File: src/rtl/instr_loader_if.sv
// Byte-stream loader bus: host byte source, load control, and instruction memory write port.
// master = host/testbench side, slave = the loader itself.
interface instr_loader_if #(
    parameter int ADDR_WIDTH = 8
);
    logic                  start;
    logic [ADDR_WIDTH-1:0] base_addr;
    logic [ADDR_WIDTH:0]   len;
    logic                  in_valid;
    logic [7:0]            in_data;
    logic                  in_ready;
    logic                  mem_we;
    logic [ADDR_WIDTH-1:0] mem_addr;
    logic [15:0]           mem_wdata;
    logic                  busy;
    logic                  cpu_hold;
    logic                  done;
    logic [15:0]           checksum;

    modport master (
        output start, base_addr, len, in_valid, in_data,
        input  in_ready, mem_we, mem_addr, mem_wdata, busy, cpu_hold, done, checksum
    );

    modport slave (
        input  start, base_addr, len, in_valid, in_data,
        output in_ready, mem_we, mem_addr, mem_wdata, busy, cpu_hold, done, checksum
    );
endinterface

File: src/rtl/instr_loader.sv
// Assembles big-endian byte pairs into 16-bit instruction words, writes them to consecutive
// instruction memory addresses, holds the CPU while loading and keeps an additive checksum.
module instr_loader #(
    parameter int ADDR_WIDTH = 8
) (
    input  logic           clk,
    input  logic           reset,
    instr_loader_if.slave  bus
);
    typedef enum logic [2:0] {
        S_IDLE  = 3'd0,
        S_HI    = 3'd1,
        S_LO    = 3'd2,
        S_WRITE = 3'd3,
        S_DONE  = 3'd4
    } state_t;

    state_t                r_state;
    state_t                w_state_next;
    logic [ADDR_WIDTH-1:0] r_addr;
    logic [ADDR_WIDTH-1:0] r_mem_addr;
    logic [ADDR_WIDTH:0]   r_remaining;
    logic [7:0]            r_hi;
    logic [15:0]           r_mem_wdata;
    logic [15:0]           r_checksum;
    logic                  w_in_ready;
    logic                  w_mem_we;
    logic                  w_busy;
    logic                  w_done;

    always_ff @(posedge clk) begin
        if (reset) begin
            r_state <= S_IDLE;
        end else begin
            r_state <= w_state_next;
        end
    end

    always_comb begin
        w_state_next = r_state;
        w_in_ready   = 1'b0;
        w_mem_we     = 1'b0;
        w_busy       = 1'b1;
        w_done       = 1'b0;
        case (r_state)
            S_IDLE: begin
                w_busy = 1'b0;
                if (bus.start) begin
                    w_state_next = (bus.len != '0) ? S_HI : S_DONE;
                end
            end
            S_HI: begin
                w_in_ready = 1'b1;
                if (bus.in_valid) begin
                    w_state_next = S_LO;
                end
            end
            S_LO: begin
                w_in_ready = 1'b1;
                if (bus.in_valid) begin
                    w_state_next = S_WRITE;
                end
            end
            S_WRITE: begin
                w_mem_we = 1'b1;
                // Exactly one word left means this write is the last one.
                w_state_next = (r_remaining != (ADDR_WIDTH+1)'(1)) ? S_HI : S_DONE;
            end
            S_DONE: begin
                w_done       = 1'b1;
                w_state_next = S_IDLE;
            end
            default: begin
                w_busy       = 1'b0;
                w_state_next = S_IDLE;
            end
        endcase
    end

    // mem_addr/mem_wdata are captured together with the low byte, so they stay put between writes.
    always_ff @(posedge clk) begin
        if (reset) begin
            r_addr      <= '0;
            r_mem_addr  <= '0;
            r_remaining <= '0;
            r_hi        <= '0;
            r_mem_wdata <= '0;
            r_checksum  <= '0;
        end else begin
            case (r_state)
                S_IDLE: begin
                    if (bus.start) begin
                        r_addr      <= bus.base_addr;
                        r_remaining <= bus.len;
                        r_checksum  <= '0;
                    end
                end
                S_HI: begin
                    if (bus.in_valid) begin
                        r_hi <= bus.in_data;
                    end
                end
                S_LO: begin
                    if (bus.in_valid) begin
                        r_mem_wdata <= {r_hi, bus.in_data};
                        r_mem_addr  <= r_addr;
                    end
                end
                S_WRITE: begin
                    r_checksum  <= r_checksum + r_mem_wdata;
                    r_remaining <= r_remaining - (ADDR_WIDTH+1)'(1);
                    r_addr      <= r_addr + ADDR_WIDTH'(1);
                end
                default: begin
                end
            endcase
        end
    end

    assign bus.in_ready  = w_in_ready;
    assign bus.mem_we    = w_mem_we;
    assign bus.mem_addr  = r_mem_addr;
    assign bus.mem_wdata = r_mem_wdata;
    assign bus.busy      = w_busy;
    assign bus.cpu_hold  = w_busy;
    assign bus.done      = w_done;
    assign bus.checksum  = r_checksum;
endmodule
File: src/flat_wrapper.sv
// flat-port wrapper written by rule: the top's interface ports become plain ports
module instr_loader_flat 
#(
    parameter int ADDR_WIDTH = 8
)
  (clk, reset, bus_start, bus_base_addr, bus_len, bus_in_valid, bus_in_data, bus_in_ready, bus_mem_we, bus_mem_addr, bus_mem_wdata, bus_busy, bus_cpu_hold, bus_done, bus_checksum);
  instr_loader_if #(.ADDR_WIDTH(ADDR_WIDTH)) bus_i ();
  input  logic clk;
  input  logic reset;
  input wire logic [$bits(bus_i.start)-1:0] bus_start;
  input wire logic [$bits(bus_i.base_addr)-1:0] bus_base_addr;
  input wire logic [$bits(bus_i.len)-1:0] bus_len;
  input wire logic [$bits(bus_i.in_valid)-1:0] bus_in_valid;
  input wire logic [$bits(bus_i.in_data)-1:0] bus_in_data;
  output wire logic [$bits(bus_i.in_ready)-1:0] bus_in_ready;
  output wire logic [$bits(bus_i.mem_we)-1:0] bus_mem_we;
  output wire logic [$bits(bus_i.mem_addr)-1:0] bus_mem_addr;
  output wire logic [$bits(bus_i.mem_wdata)-1:0] bus_mem_wdata;
  output wire logic [$bits(bus_i.busy)-1:0] bus_busy;
  output wire logic [$bits(bus_i.cpu_hold)-1:0] bus_cpu_hold;
  output wire logic [$bits(bus_i.done)-1:0] bus_done;
  output wire logic [$bits(bus_i.checksum)-1:0] bus_checksum;
  assign bus_i.start = bus_start;
  assign bus_i.base_addr = bus_base_addr;
  assign bus_i.len = bus_len;
  assign bus_i.in_valid = bus_in_valid;
  assign bus_i.in_data = bus_in_data;
  assign bus_in_ready = bus_i.in_ready;
  assign bus_mem_we = bus_i.mem_we;
  assign bus_mem_addr = bus_i.mem_addr;
  assign bus_mem_wdata = bus_i.mem_wdata;
  assign bus_busy = bus_i.busy;
  assign bus_cpu_hold = bus_i.cpu_hold;
  assign bus_done = bus_i.done;
  assign bus_checksum = bus_i.checksum;
  instr_loader #(.ADDR_WIDTH(ADDR_WIDTH)) u_core (.clk(clk), .reset(reset), .bus(bus_i));
endmodule
File: config.mk
export PLATFORM = sky130hd
export DESIGN_NAME = instr_loader_flat
export DESIGN_NICKNAME = d
export VERILOG_FILES = /design/src/rtl/instr_loader_if.sv /design/src/rtl/instr_loader.sv /design/src/flat_wrapper.sv
export SDC_FILE = /design/constraint.sdc
export NUM_CORES = 1
export LEC_CHECK = 0
export BUFFER_PORTS_ARGS = -buffer_cell sky130_fd_sc_hd__buf_2
export CAP_MARGIN = 15
export CORE_MARGIN = 2
export CORE_UTILIZATION = 49
export DETAILED_ROUTE_END_ITERATION = 10
export GPL_TIMING_DRIVEN = 0
export PLACE_DENSITY = 0.76
export SYNTH_ARGS = -nofsm -noshare
export SYNTH_HDL_FRONTEND = slang
export SYNTH_SLANG_ARGS = --single-unit
File: constraint.sdc
create_clock -name clk -period 2.2 [get_ports clk]
set_clock_uncertainty 0.2 [all_clocks]
set_input_delay 0.44 -clock clk [delete_from_list [all_inputs] [get_ports clk]]
set_output_delay 0.44 -clock clk [all_outputs]
set_load 0.005 [all_outputs]
## Word-level counts from Yosys, hierarchy flattened

Cells that the tools add are included.

- Bits of input ports: 29
- Logic and storage cells: 43
- Register bits after elaboration: 68
- Output and inout port bits: 45

- Muxes and demuxes: 16
- $add $sub $neg: 3
- Reductions and logical operators: 9
- Equal/unequal tests: 8

Operator list:

| kind | count |
|---|---|
| $pmux 16 s2 | 1 |
| $pmux 9 s2 | 1 |
| $add 16x16->16 | 1 |
| $mux 16 | 1 |
| $pmux 8 s2 | 1 |
| $mux 3 | 5 |
| $pmux 3 s4 | 1 |
| $mux 9 | 1 |
| $ne 9x1->1 const B | 1 |
| $reduce_bool 9->1 | 1 |
| $sub 9x1->9 const B | 1 |
| $add 8x1->8 const B | 1 |
| $mux 8 | 1 |
| $eq 3x2->1 const B | 2 |
| $ne 2x2->1 const B | 3 |
| $reduce_and 2->1 | 3 |
| $mux 1 | 4 |
| $reduce_or 4->1 | 1 |
| $eq 3x1->1 const B | 1 |
| $eq 3x3->1 const B | 1 |
| $logic_not 3->1 | 1 |
| $reduce_and 3->1 | 1 |
| $reduce_bool 2->1 | 1 |
| $reduce_or 2->1 | 1 |

## Longest topological paths before layout

Gate-level depths: netlist of the first run.

- Depth in word-level cells: 4
- Mapped depth: 9
- Depth with buffers taken out: 9

## Worst setup path after synthesis of the first run

No wires, ideal clock.

- Kind: reg2reg
- Start: register u_core.r_checksum[0], in the netlist u_core.bus.checksum[0]
- End: register u_core.r_checksum[12], in the netlist u_core.bus.checksum[12]
- Stages on the path, launching flop included: 10
- Setup time: 117 ps
- Path slack: -92 ps
- Period minus slack after synthesis: 2292 ps
- Path buffers: 0
- Arrival: 1975 ps
- Data required time: 1883 ps
- Cells stage by stage: dfxtp_1 -> ha_1 -> inv_1 -> fa_1 -> nor2b_1 -> o211ai_1 -> a31oi_1 -> a311oi_1 -> xnor2_1 -> a22o_1

- Cells in the longest elaborated chain, start to end: 2

RTL lines:

| item | line | RTL |
|---|---|---|
| from (decl) | instr_loader.sv:25 | `logic [15:0] r_checksum;` |
| from (signal assigned) | instr_loader.sv:110 | `r_checksum <= r_checksum + r_mem_wdata;` |
| $add 16x16->16 | instr_loader.sv:110 |  |
| $pmux 16 s2 | instr_loader.sv:90 | `case (r_state)` |

Every way passes these cells.
A chain may end at the register's enable or synchronous reset.

## Worst setup path after layout of the first run

- Start: register u_core.r_checksum[0], in the netlist u_core.bus.checksum[0]
- End: register u_core.r_checksum[4], in the netlist u_core.bus.checksum[4]

Same word-level chain as after synthesis.

==> results of run 1 <==
-- worst register-to-register path, stage by stage (launching register included) --
cell and delay (ns):
dfxtp_2 0.34, ha_4 0.16, inv_2 0.05, fa_2 0.23, nor2b_4 0.05, buf_4 0.12
buf_4 0.12, buf_4 0.12, buf_4 0.12, buf_4 0.12, o21a_1 0.18, nor2_2 0.11
xnor2_1 0.12, nand2_1 0.08, a21oi_2 0.10
-- cell type report --
type / instances / area, µm²
multi-input combinational: 324 / 2183
clock buffer: 13 / 158.9
clock inverter: 2 / 10.01
fill: 623 / 2401
inverter: 8 / 30.03
tap: 96 / 120.1
timing repair buffer: 85 / 461.7
buffer: 28 / 163.9
sequential: 68 / 1378
-- layer usage --
layer	track usage (%)	up-vias	share of wire [%]
met5	0	-	0
met4	7.191	0	1.7
met3	7.295	19	7.1
met2	41.45	153	48
met1	31.55	1678	43
li1	-	1714	-
-- cell families (layout without fill, tap and decap cells) --
logic type / after synthesis / in the layout / synth area share, %
AOI/OAI and AO/OA: 113 / 113 / 20.85
xor gates and xnor gates: 16 / 16 / 3.958
buffers and inverters: 38 / 136 / 5.689
and+or+nand+nor: 166 / 166 / 21.31
DFF: 68 / 68 / 38.45
muxes: 10 / 10 / 2.827
adders and majority gates: 19 / 19 / 6.926
-- synthesized netlist by cell type (all sizes together), types with 6 or more instances --
cell	instances
a21oi	51
mux2i	10
nand2	79
nor2	43
inv	8
xnor2	13
nand3	11
o21ai	11
ha	18
clkbuf	15
buf	14
a22o	9
a31oi	6
dfxtp	68
nor3	7
-- cells in the final DEF (no fill, tap or decap), types with 3 or more instances in the layout --
cell type   n
a21o_1      5
a21oi_1    46
a21oi_2     3
a221oi_1    5
a22o_1      9
a311oi_1    3
a31oi_1     3
buf_2      77
buf_4      16
buf_6       3
clkbuf_1   15
clkbuf_8   12
dfxtp_1    57
dfxtp_2    10
ha_1       12
ha_4        5
inv_1       6
mux2i_1    10
nand2_1    77
nand3_1    10
nand4_1     4
nor2_1     40
nor3_1      6
nor4_1      4
o21a_1      3
o21ai_0    10
xnor2_1    13
xor2_1      3
-- path summary, 6_finish.rpt --
kind | start | endpoint | slack (ns) | cells past startpoint
setup / recovery | u_core.bus.checksum[0]$_SDFFE_PP0P_ | u_core.bus.checksum[4]$_SDFFE_PP0P_ | -0.06 | 14
hold / removal | bus_len[4] | u_core.r_remaining[4]$_SDFFE_PP0P_ | 0.15 | 3
setup reg to reg | u_core.bus.checksum[0]$_SDFFE_PP0P_ | u_core.bus.checksum[4]$_SDFFE_PP0P_ | -0.06 | 14
hold reg to reg | u_core.r_hi[6]$_SDFFE_PP0P_ | u_core.bus.mem_wdata[14]$_SDFFE_PP0P_ | 0.26 | 2
-- state kept, by name (all words and copies together), names as in the netlist --
| signal | count |
|---|---|
| u_core.bus.checksum | 16 |
| u_core.bus.mem_addr | 8 |
| u_core.bus.mem_wdata | 16 |
| u_core.r_addr | 8 |
| u_core.r_hi | 8 |
| u_core.r_remaining | 9 |
| u_core.r_state | 3 |
-- report_power, final --
part           internal [mW]  switching, mW  leakage [nW]
combinational          0.205          0.297          1.31
sequential              1.30         0.0675         0.558
clock                  0.462          0.441        0.0893
total                   1.96          0.806          1.96
-- through the flow --
step                      TNS [ns]  total power, mW  setup WS (ns)  hold WS, ns  instances
after floorplan                  0            1.710      0.0008440       0.2312        430
after global placement     -0.7820            1.853        -0.2741       0.2410        598
after detailed placement    -1.025            1.864        -0.2852       0.2539        598
after CTS                  -0.1654            2.760       -0.05607       0.1374        623
after global routing       -0.7287            2.906        -0.1503       0.1461        624
final                      -0.1760            2.770       -0.06264       0.1491        624
-- timing repair --
item,in CTS,in global routing
hold buffers,0,0
pin swaps,9,17
endpoints found under the setup margin,8,14
buffers inserted,10,3
resized for setup,19,28
==> results.yml, run 1 <==
layout:
  synthToLayoutAreaGrowth_pct: 27.24
  diodes: 0
  finalCoreUtilization_pct: 65.24
  drive_above_1_share_pct: 29.92
  nNetsFinal: 572
  fin_area_um2: 4506
clock_tree:
  cts_inserted_buffers: 9
  cts_tree: "yes"
  clk_latency_ns: 0.34
  cts_max_path_buffers: 2
  htree_levels: 3
  cts.sinks: 68
  clkTransAtPathRegs_ns: 0.07
  cts.root.buffer_cell: "clkbuf_8"
timing:
  rsz0062_at_grt: "yes"
  post-route-period-util_pct: 102.8
  tightest_slew_ns: 0.6647
  final.setup.worst_slack_ns: -0.06264
  max_freq_mhz: 442.0
  relSlewSlack_pct: 55.69
  final_hold_viol_count: 0
  period_needed_ns: 2.263
  finalSetupViolations: 5
  drv_slew: 0
route:
  drt-total-wl_mm: 9.808
  ant_nets: 0
  drtPass1Iterations: 5
  wl_per_cell_um: 15.72
  drc: 0
  vias: 3564
  viasPerCell: 5.712
  drtIter0Drc: 191
grt:
  track_usage_pct: 24.92
  grt_pass1_vias: 3316
  gr-total-overflow: 0
  antenna_found_initial: 0
  grt_pass1_wl_mm: 15.26
  grt_max_degree: 11
synth:
  yosysTopAreaCellShare_pct: 38.45
  async_flop_share_pct: 0
  yosysTopAreaCell: "dfxtp_1"
  yosysWarningCount: 0
  synth_edf_count: 0
  netlist_top_cells_area: "dfxtp_1 (38%), nand2_1 (8.4%), a21oi_1 (7.2%)"
  synth_top_flop_cell: "dfxtp_1"
  ys_ff_latch: 68
  ys_types: 61
  syn_inst: 430
  avgSynthCellArea_um2: 8.235
  syn-num-nets: 478
  mappedNetlistArea_um2: 3541
  synth_seq_area_share_pct: 38.45
pwr:
  power.density_nw_per_um2: 614.7
  cellLeakagePower_nw: 1.958
  irDropWorstVdd_uv: 494.5
outcome:
  violations: "setup timing"
  outcome: "finished with violations"
worst_setup_path:
  required_ns: 2.27
  cpLargestDelayFamily: "buffers and inverters"
  max_stage_delay_ns: 0.34
  worst_path_max_delay_cell: "dfxtp_2"
  path_cells: "ha_4 -> inv_2 -> fa_2 -> nor2b_4 -> buf_4 -> buf_4 -> buf_4 -> buf_4 -> buf_4 -> o21a_1 -> nor2_2 -> xnor2_1 -> nand2_1 -> a21oi_2"
  cp-end-kind: "flip-flop"
  cp_max_fo: 2
  crit_type: "flip-flop to flip-flop"
  worst-path-buf-inv: 6
  startpoint_type: "flip-flop"
  cpMostUsedCell: "buf_4"
  arrival_ns: 2.33
place:
  hpwl_mm: 6.840
  placed_area_um2: 4028
  port_buffers: 72
  gp_congestion: 0.9326
floorplan:
  fp.coreArea_um2: 6907
  die_area_um2: 7922
  rows: 30
  die_x_um: 89.01
  fp.dieH_um: 89.01
  io_pins: 74
  start_util_pct: 51.27
job:
  cap_violations: 0
worst_hold_path:
  min_path_type: "primary input to flip-flop"
Note: power is estimated with default switching activity, not from simulation.
==> run 2: changes to the inputs <==
--- a/config.mk
+++ b/config.mk
@@ -7,6 +7,7 @@
 export LEC_CHECK = 0
 export BUFFER_PORTS_ARGS = -buffer_cell sky130_fd_sc_hd__buf_2
 export CAP_MARGIN = 15
+export CORE_ASPECT_RATIO = 0.75
 export CORE_MARGIN = 2
 export CORE_UTILIZATION = 49
 export DETAILED_ROUTE_END_ITERATION = 10
==> run 2 against run 1 <==
  * The run still ends with setup timing left
  * Sequential power hardly changed
  * Critical path depth is 3 lower
  * Worst setup slack worse by 0.028 ns
  * Wire length is 2.9% higher
  * Critical path type unchanged
  * Critical endpoint is now u_core.bus.checksum[14]$_SDFFE_PP0P_
  * Largest cell class unchanged
  * Highest routed layer unchanged
==> results.yml, run 2 (same netlist as run 1, synthesis figures left out) <==
floorplan:
  die_area_um2: 7930
  start_util_pct: 51.34
  fp.dieH_um: 77.62
  io_pins: 74
  fp.coreArea_um2: 6897
  die_x_um: 102.2
  rows: 26
route:
  drt-total-wl_mm: 10.09
  wl_per_cell_um: 16.12
  drtPass1Iterations: 6
  viasPerCell: 5.756
  drtIter0Drc: 244
  drc: 0
  ant_nets: 0
  vias: 3603
timing:
  post-route-period-util_pct: 104.1
  final.setup.worst_slack_ns: -0.09112
  tightest_slew_ns: 0.6897
  relSlewSlack_pct: 54.02
  period_needed_ns: 2.291
  finalSetupViolations: 6
  rsz0062_at_grt: "yes"
  max_freq_mhz: 436.5
  totalNegativeSetupSlack_ns: -0.3174
  final_hold_viol_count: 0
  drv_slew: 0
layout:
  synthToLayoutAreaGrowth_pct: 27.14
  diodes: 0
  nNetsFinal: 572
  fill_cells: 586
  multi_input_area_um2: 2158
  drive_above_1_share_pct: 28.98
  final_cell_mix: "buf_2 (76), nand2_1 (76), dfxtp_1 (60)"
  layout.area.seq_um2: 1376
place:
  hpwl_mm: 7.302
  gp_congestion: 0.8938
  dpl_worst_slack_ns: -0.3123
  port_buffers: 72
clock_tree:
  cts.root.buffer_cell: "clkbuf_8"
  cts_inserted_buffers: 9
  cts_tree: "yes"
  htree_levels: 3
  cts_max_path_buffers: 2
  clk_latency_ns: 0.36
  clkTransAtPathRegs_ns: 0.08
  cts.sinks: 68
  ctsHoldBuffers: 0
grt:
  antenna_found_initial: 0
  track_usage_pct: 26.74
  grt_max_degree: 11
  grt_pass1_vias: 3358
  grt_pass1_wl_mm: 16.44
  gr-total-overflow: 0
pwr:
  irDropWorstVdd_uv: 515.5
  cellLeakagePower_nw: 1.957
  power.density_nw_per_um2: 641.7
worst_setup_path:
  crit_type: "flip-flop to flip-flop"
  arrival_ns: 2.35
  cp-end-kind: "flip-flop"
  required_ns: 2.26
  startpoint_type: "flip-flop"
  cp_max_fo: 4
outcome:
  outcome: "finished with violations"
  violations: "setup timing"
job:
  cap_violations: 0
worst_hold_path:
  min_path_type: "primary input to flip-flop"
==> run 2: area by class of cell <==
cell class,count,share of cell area [%]
buffer,28,3.697
clock buffer,13,3.307
clock inverter,2,0.7782
inverter,8,0.7226
multi-input combinational,324,47.94
sequential,68,30.57
tap,98,2.724
timing repair buffer,85,10.26
==> run 2: timing repair <==
action                     CTS  global route
setup endpoints to repair    8            17
pin swaps                   12            18
resized for setup           18            26
setup buffers               13             1
==> run 2: stage by stage <==
stage	cell area (µm²)	cells	util, %	power (mW)	hold slack, ns
finish	4502	626	65.28	2.889	0.1317
global route	4502	626	65.28	3.025	0.1325
CTS	4420	628	64.10	2.874	0.1291
detailed placement	4030	600	58.44	1.872	0.2434
global placement	4030	600	58.44	1.855	0.2415
floorplan	3547	430	-	1.710	0.2312
==> run 2: worst paths after layout <==
check | startpoint | to | slack, ns | depth (start not counted)
max | u_core.bus.mem_wdata[0]$_SDFFE_PP0P_ | u_core.bus.checksum[14]$_SDFFE_PP0P_ | -0.09 | 11
min | bus_len[4] | u_core.r_remaining[4]$_SDFFE_PP0P_ | 0.13 | 3
max reg2reg | u_core.bus.mem_wdata[0]$_SDFFE_PP0P_ | u_core.bus.checksum[14]$_SDFFE_PP0P_ | -0.09 | 11
min reg2reg | u_core.r_hi[3]$_SDFFE_PP0P_ | u_core.bus.mem_wdata[11]$_SDFFE_PP0P_ | 0.26 | 2
==> run 2: routing by layer <==
layer | up-vias | track usage (%) | share of wire, %
li1 | 1712 | - | -
met1 | 1709 | 37.08 | 46
met2 | 164 | 40.00 | 44
met3 | 18 | 7.928 | 8.3
met4 | 0 | 8.267 | 1.8
met5 | - | 0 | 0
==> run 2: power breakdown <==
group          leakage [nW]  total [mW]  internal, mW  switching, mW
sequential            0.556        1.36          1.30         0.0660
clock                0.0935        1.02         0.548          0.468
combinational          1.31       0.511         0.207          0.304
==> run 2: worst max-delay path: stages (launching register included) <==
cell	delay (ns)
dfxtp_4	0.37
ha_4	0.14
inv_2	0.04
fa_2	0.34
nor2b_2	0.15
o211ai_1	0.15
a31oi_2	0.17
buf_4	0.18
buf_6	0.10
a21oi_4	0.05
xnor2_1	0.13
a22o_1	0.17
